<file path="config.mk">
export PLATFORM = sky130hd
export DESIGN_NAME = u21_probe
export DESIGN_NICKNAME = d
export VERILOG_FILES = /design/src/rtl/u21_probe.sv
export SDC_FILE = /design/constraint.sdc
export NUM_CORES = 1
export LEC_CHECK = 0
export BUFFER_PORTS_ARGS = -buffer_cell sky130_fd_sc_hd__buf_4
export CAP_MARGIN = 15
export CELL_PAD_IN_SITES_DETAIL_PLACEMENT = 1
export CELL_PAD_IN_SITES_GLOBAL_PLACEMENT = 1
export CORE_MARGIN = 3
export CORE_UTILIZATION = 48
export CTS_BUF_LIST = sky130_fd_sc_hd__clkbuf_2
export CTS_CLUSTER_DIAMETER = 50
export DETAILED_ROUTE_END_ITERATION = 8
export HOLD_SLACK_MARGIN = 0.06
export PLACE_DENSITY = 0.82
export SYNTH_ARGS = -nofsm -noshare
export SYNTH_HDL_FRONTEND = slang
export SYNTH_SLANG_ARGS = --single-unit
export TNS_END_PERCENT = 10
</file>
<file path="constraint.sdc">
create_clock -name clk -period 3.2 [get_ports clk]
set_input_delay 0.32 -clock clk [delete_from_list [all_inputs] [get_ports clk]]
set_output_delay 0.32 -clock clk [all_outputs]
set_load 0.1 [all_outputs]
</file>
<file path="src/rtl/u21_probe.sv">
`timescale 1ns/1ps
// u21_probe: characterises a two-input universal gate by driving all four
// input vectors (00, 01, 10, 11), waiting SETTLE cycles after each one and
// sampling gate_out. The recovered truth table is published on func as
// func[{a,b}] = f(a,b), together with an "unstable" flag. The flag is set if
// gate_out moved while a vector was being held, ignoring the first cycle of
// each vector.
//
// Optional feature: define U21_PROBE_CHECK_EN to add the expect_func input
// and the mismatch output. The expected code is captured when a run starts.
// mismatch reports (func != expected code) at the done pulse. The port is
// called expect_func because "expect" is a reserved SystemVerilog keyword.
module u21_probe #(
  parameter int unsigned SETTLE = 2
) (
  input  logic       clk,
  input  logic       rst,
  input  logic       start,
  input  logic       gate_out,
`ifdef U21_PROBE_CHECK_EN
  input  logic [3:0] expect_func,
  output logic       mismatch,
`endif
  output logic       test_a,
  output logic       test_b,
  output logic       busy,
  output logic       done,
  output logic [3:0] func,
  output logic       unstable
);

  typedef enum logic [1:0] {IDLE, DRIVE, SAMPLE, DONE} state_t;

  // With no settle time every vector is a single SAMPLE cycle.
  localparam bit         NO_SETTLE = (SETTLE == 0);
  localparam logic [3:0] LAST_CNT  = NO_SETTLE ? 4'd0 : 4'(SETTLE - 1);

  state_t     state;
  logic [1:0] k;
  logic [3:0] cnt;
  logic [3:0] shadow;
  logic       first_cyc;
  logic       prev_gate;
  logic       trk;

  logic       glitch_seen;
  logic       trk_next;
  logic [3:0] shadow_next;

`ifdef U21_PROBE_CHECK_EN
  logic [3:0] expect_q;
`endif

  // Detect gate_out movement inside a vector's window and build the result
  // that includes the sample being taken this cycle.
  always_comb begin
    glitch_seen = 1'b0;
    if ((state == DRIVE || state == SAMPLE) && !first_cyc && (gate_out != prev_gate))
      glitch_seen = 1'b1;
    trk_next       = trk | glitch_seen;
    shadow_next    = shadow;
    shadow_next[k] = gate_out;
  end

  // Probe sequencer: the state, the counters and every output are registered here.
  always_ff @(posedge clk) begin
    if (rst) begin
      state     <= IDLE;
      k         <= 2'd0;
      cnt       <= 4'd0;
      shadow    <= 4'd0;
      first_cyc <= 1'b0;
      prev_gate <= 1'b0;
      trk       <= 1'b0;
      test_a    <= 1'b0;
      test_b    <= 1'b0;
      busy      <= 1'b0;
      done      <= 1'b0;
      func      <= 4'd0;
      unstable  <= 1'b0;
`ifdef U21_PROBE_CHECK_EN
      expect_q  <= 4'd0;
      mismatch  <= 1'b0;
`endif
    end else begin
      prev_gate <= gate_out;
      done      <= 1'b0;
      unique case (state)
        IDLE: begin
          if (start) begin
            k         <= 2'd0;
            cnt       <= 4'd0;
            shadow    <= 4'd0;
            trk       <= 1'b0;
            first_cyc <= 1'b1;
            busy      <= 1'b1;
            test_a    <= 1'b0;
            test_b    <= 1'b0;
`ifdef U21_PROBE_CHECK_EN
            expect_q  <= expect_func;
`endif
            if (NO_SETTLE) state <= SAMPLE;
            else           state <= DRIVE;
          end
        end
        DRIVE: begin
          first_cyc <= 1'b0;
          trk       <= trk_next;
          if (cnt == LAST_CNT) state <= SAMPLE;
          else                 cnt   <= cnt + 4'd1;
        end
        SAMPLE: begin
          shadow <= shadow_next;
          trk    <= trk_next;
          if (k == 2'd3) begin
            state    <= DONE;
            busy     <= 1'b0;
            done     <= 1'b1;
            func     <= shadow_next;
            unstable <= trk_next;
            test_a   <= 1'b0;
            test_b   <= 1'b0;
`ifdef U21_PROBE_CHECK_EN
            mismatch <= (shadow_next != expect_q);
`endif
          end else begin
            k                <= k + 2'd1;
            cnt              <= 4'd0;
            first_cyc        <= 1'b1;
            {test_a, test_b} <= k + 2'd1;
            if (NO_SETTLE) state <= SAMPLE;
            else           state <= DRIVE;
          end
        end
        DONE: begin
          state <= IDLE;
        end
      endcase
    end
  end

endmodule

</file>
==> results_dict.tcl <==
set metrics [dict create \
    max_freq_mhz 441 \
    place.port_buffers 12 \
    pre_cts_ws_ns 0.984 \
    leakage_nw 0.482 \
    clock-sinks 23 \
    cts_max_level 1 \
    drtPass1Iterations 3 \
    setup_viol 0 \
    synthArstFlopShare_pct 0 \
    drive_gt1_share_pct 13.4 \
    power_density_nw_per_um2 640 \
    die_area_um2 3050 \
    r2r-start "state[0]" \
    via_count 976 \
    core_area_um2 2250 \
    fin_crit_ns 2.27 \
    endpoint_kind "flip-flop" \
    cap_violations 0 \
    hpwlAfterDp_um 1910 \
    cp_max_fo 12 \
    critPathMaxStageDelay_ns 0.48 \
    cts_resized 0 \
    slew_headroom_pct 60.5 \
    grt_pass1_wl_um 4210 \
    skew_ns 0.00298 \
    cts_hold_buf 0 \
    grt_start_max_net_pins 25 \
    wl_met3_um 67 \
    min_from "gate_out" \
    synth.avg_cell_area_um2 8.67 \
    syn_to_final_growth_pct 7.87 \
    die_w_um 55.2 \
    ir_drop_uv 397 \
    fin_ws_ns 0.933 \
    first_iter_violations 7 \
    met1_length_um 1230 \
    maxSlewViolCount 0 \
    design_area_um2 1250 \
    routed.top_layer "met4" \
    fp.dieH_um 55.2 \
    finalPower_uw 801 \
    fp-row-count 17 \
    path_class "flip-flop to flip-flop" \
    grt.total_usage_pct 19.0 \
    synthFlopType "dfxtp_1" \
    routed_wl_um 2570 \
    place_congestion 0.758 \
    fillers 274 \
    yosysWarningCount 0 \
    cp.required_ns 3.49 \
    startpoint_type "flip-flop" \
    wl_per_cell_um 15.1 \
    antenna_found_initial 0 \
    crit_path_top_delay_cell "or4_1" \
    status "completed" \
    finalNetCount 157 \
    cts_tree "yes" \
    tns_ns 0 \
    grt_pass1_vias 1003 \
    io_pins 13 \
    cts.clk_slew.worst_paths_ns 0.22 \
    grt_overflow_total 0 \
    post_dp_cell_area_um2 1230 \
    root_buffer "clkbuf_2" \
    syn-num-nets 148 \
    drc 0 \
    worst_pin_slew_ns 0.591 \
    multi_input_area_um2 617 \
    worstPathArrival_ns 2.56 \
    synth_area_um2 1160 \
    synth_edf_count 0 \
    hold_class "input port to flip-flop" \
    cts_buffer_depth 2 \
    yosysUniqueCellTypes 33 \
    initial_core_util_pct 51.5 \
    clock_latency_ns 0.33 \
    rsz0062_at_grt "no" \
    critPathLaunch "state[0]" \
    yosysSeqAreaShare_pct 39.7 \
    cts_setup_buffers 0 \
    yosys_register_bits 23 \
    met2_length_um 1230 \
    synthCells 134 \
    numCtsBuffers 3 \
    vias_per_cell 5.74 \
    ff_latch_area_um2 460 \
    antenna_cells 0 \
    hold_violations 0 \
    post-route-period-util_pct 70.8 \
    ant_nets 0 \
    path_cells "inv_1 -> ha_1 -> and2_1 -> or3_4 -> or4_1 -> a21oi_1" \
]
## routing by layer
metal	global-route usage, %	vias to the layer above
li1	-	484
met2	32.5	12
met3	2.68	5
met1	23.5	475
met4	8.50	0
met5	0	-
## synth_stat cells, types with 2 or more instances
library cell | number | area [µm²]
clkbuf_1 | 5 | 18.8
nor2b_1 | 2 | 12.5
a211oi_1 | 5 | 37.5
buf_6 | 2 | 22.5
nand2_1 | 7 | 26.3
a32oi_1 | 2 | 17.5
nor3_1 | 5 | 25.0
ha_1 | 10 | 125
nand4b_1 | 2 | 17.5
nand4_1 | 3 | 18.8
inv_1 | 8 | 30.0
a21oi_1 | 12 | 60.1
and2_1 | 2 | 12.5
mux2i_1 | 4 | 40.0
o21ai_0 | 8 | 40.0
dfxtp_1 | 23 | 460
nor2_1 | 17 | 63.8
nand3_1 | 2 | 10.0
## registers in the layout, summed over array words and instances, names as in the netlist
signal,count
shadow,3
busy,1
test_a,1
k,2
cnt,4
prev_gate,1
first_cyc,1
test_b,1
unstable,1
done,1
func,4
trk,1
state,2
## path summary, 6_finish.rpt
kind / slack (ns) / endpoint / cells after the start
worst min register to register: 0.48 / func[3] / 2
worst max-delay path: 0.93 / cnt[3] / 6
worst max register to register: 0.93 / cnt[3] / 6
worst min-delay path: 0.28 / prev_gate / 2
## area by class of cell
cell class                 instances  area share, %
clock buffer                       4           1.60
tap                               28           2.80
timing repair buffer              12           7.19
inverter                           8           2.40
multi-input combinational         95           49.3
sequential                        23           36.8
## report_power, final
group          switching, mW  total, mW  internal, mW
Clock                 0.0884      0.121        0.0330
Sequential            0.0259      0.342         0.316
Combinational          0.223      0.338         0.115
## cell usage in the layout, fill, tap and decap left out, types with 2 or more instances in the layout
master,netlist,final
nand3_1,2,2
dfxtp_1,23,23
inv_1,8,8
and2_1,2,2
nand4b_1,2,2
clkbuf_2,0,4
a211oi_1,5,5
nor3_1,5,5
buf_4,0,12
ha_1,10,10
nor2b_1,2,2
nor2_1,17,17
o21ai_0,8,8
nand4_1,3,3
a32oi_1,2,2
a21oi_1,12,12
mux2i_1,4,4
nand2_1,7,7
## metrics by stage
step                      hold slack [ns]  cells  util (%)
after global placement              0.446    166      54.7
after global routing                0.261    170      55.5
after CTS                           0.271    170      55.5
after detailed placement            0.459    166      54.7
after floorplan                     0.449    134         -
final                               0.277    170      55.5
## cells by family after synthesis
family / count (synthesis) / synth area share (%)
adders and majority gates: 10 / 10.8
and+or+nand+nor: 47 / 20.9
buffers and inverters: 16 / 7.22
muxes: 4 / 3.45
AOI/OAI and AO/OA: 33 / 17.2
DFF: 23 / 39.7
xor gates and xnor gates: 1 / 0.754
## critical path, delay by kind of cell, from the launching register on
kind	cells	cell delay (ns)
and+or+nand+nor	3	1.21
DFF	1	0.43
adders and majority gates	1	0.34
AOI/OAI and AO/OA	1	0.14
buffers and inverters	1	0.10
Power figures use the tool's default switching activity.
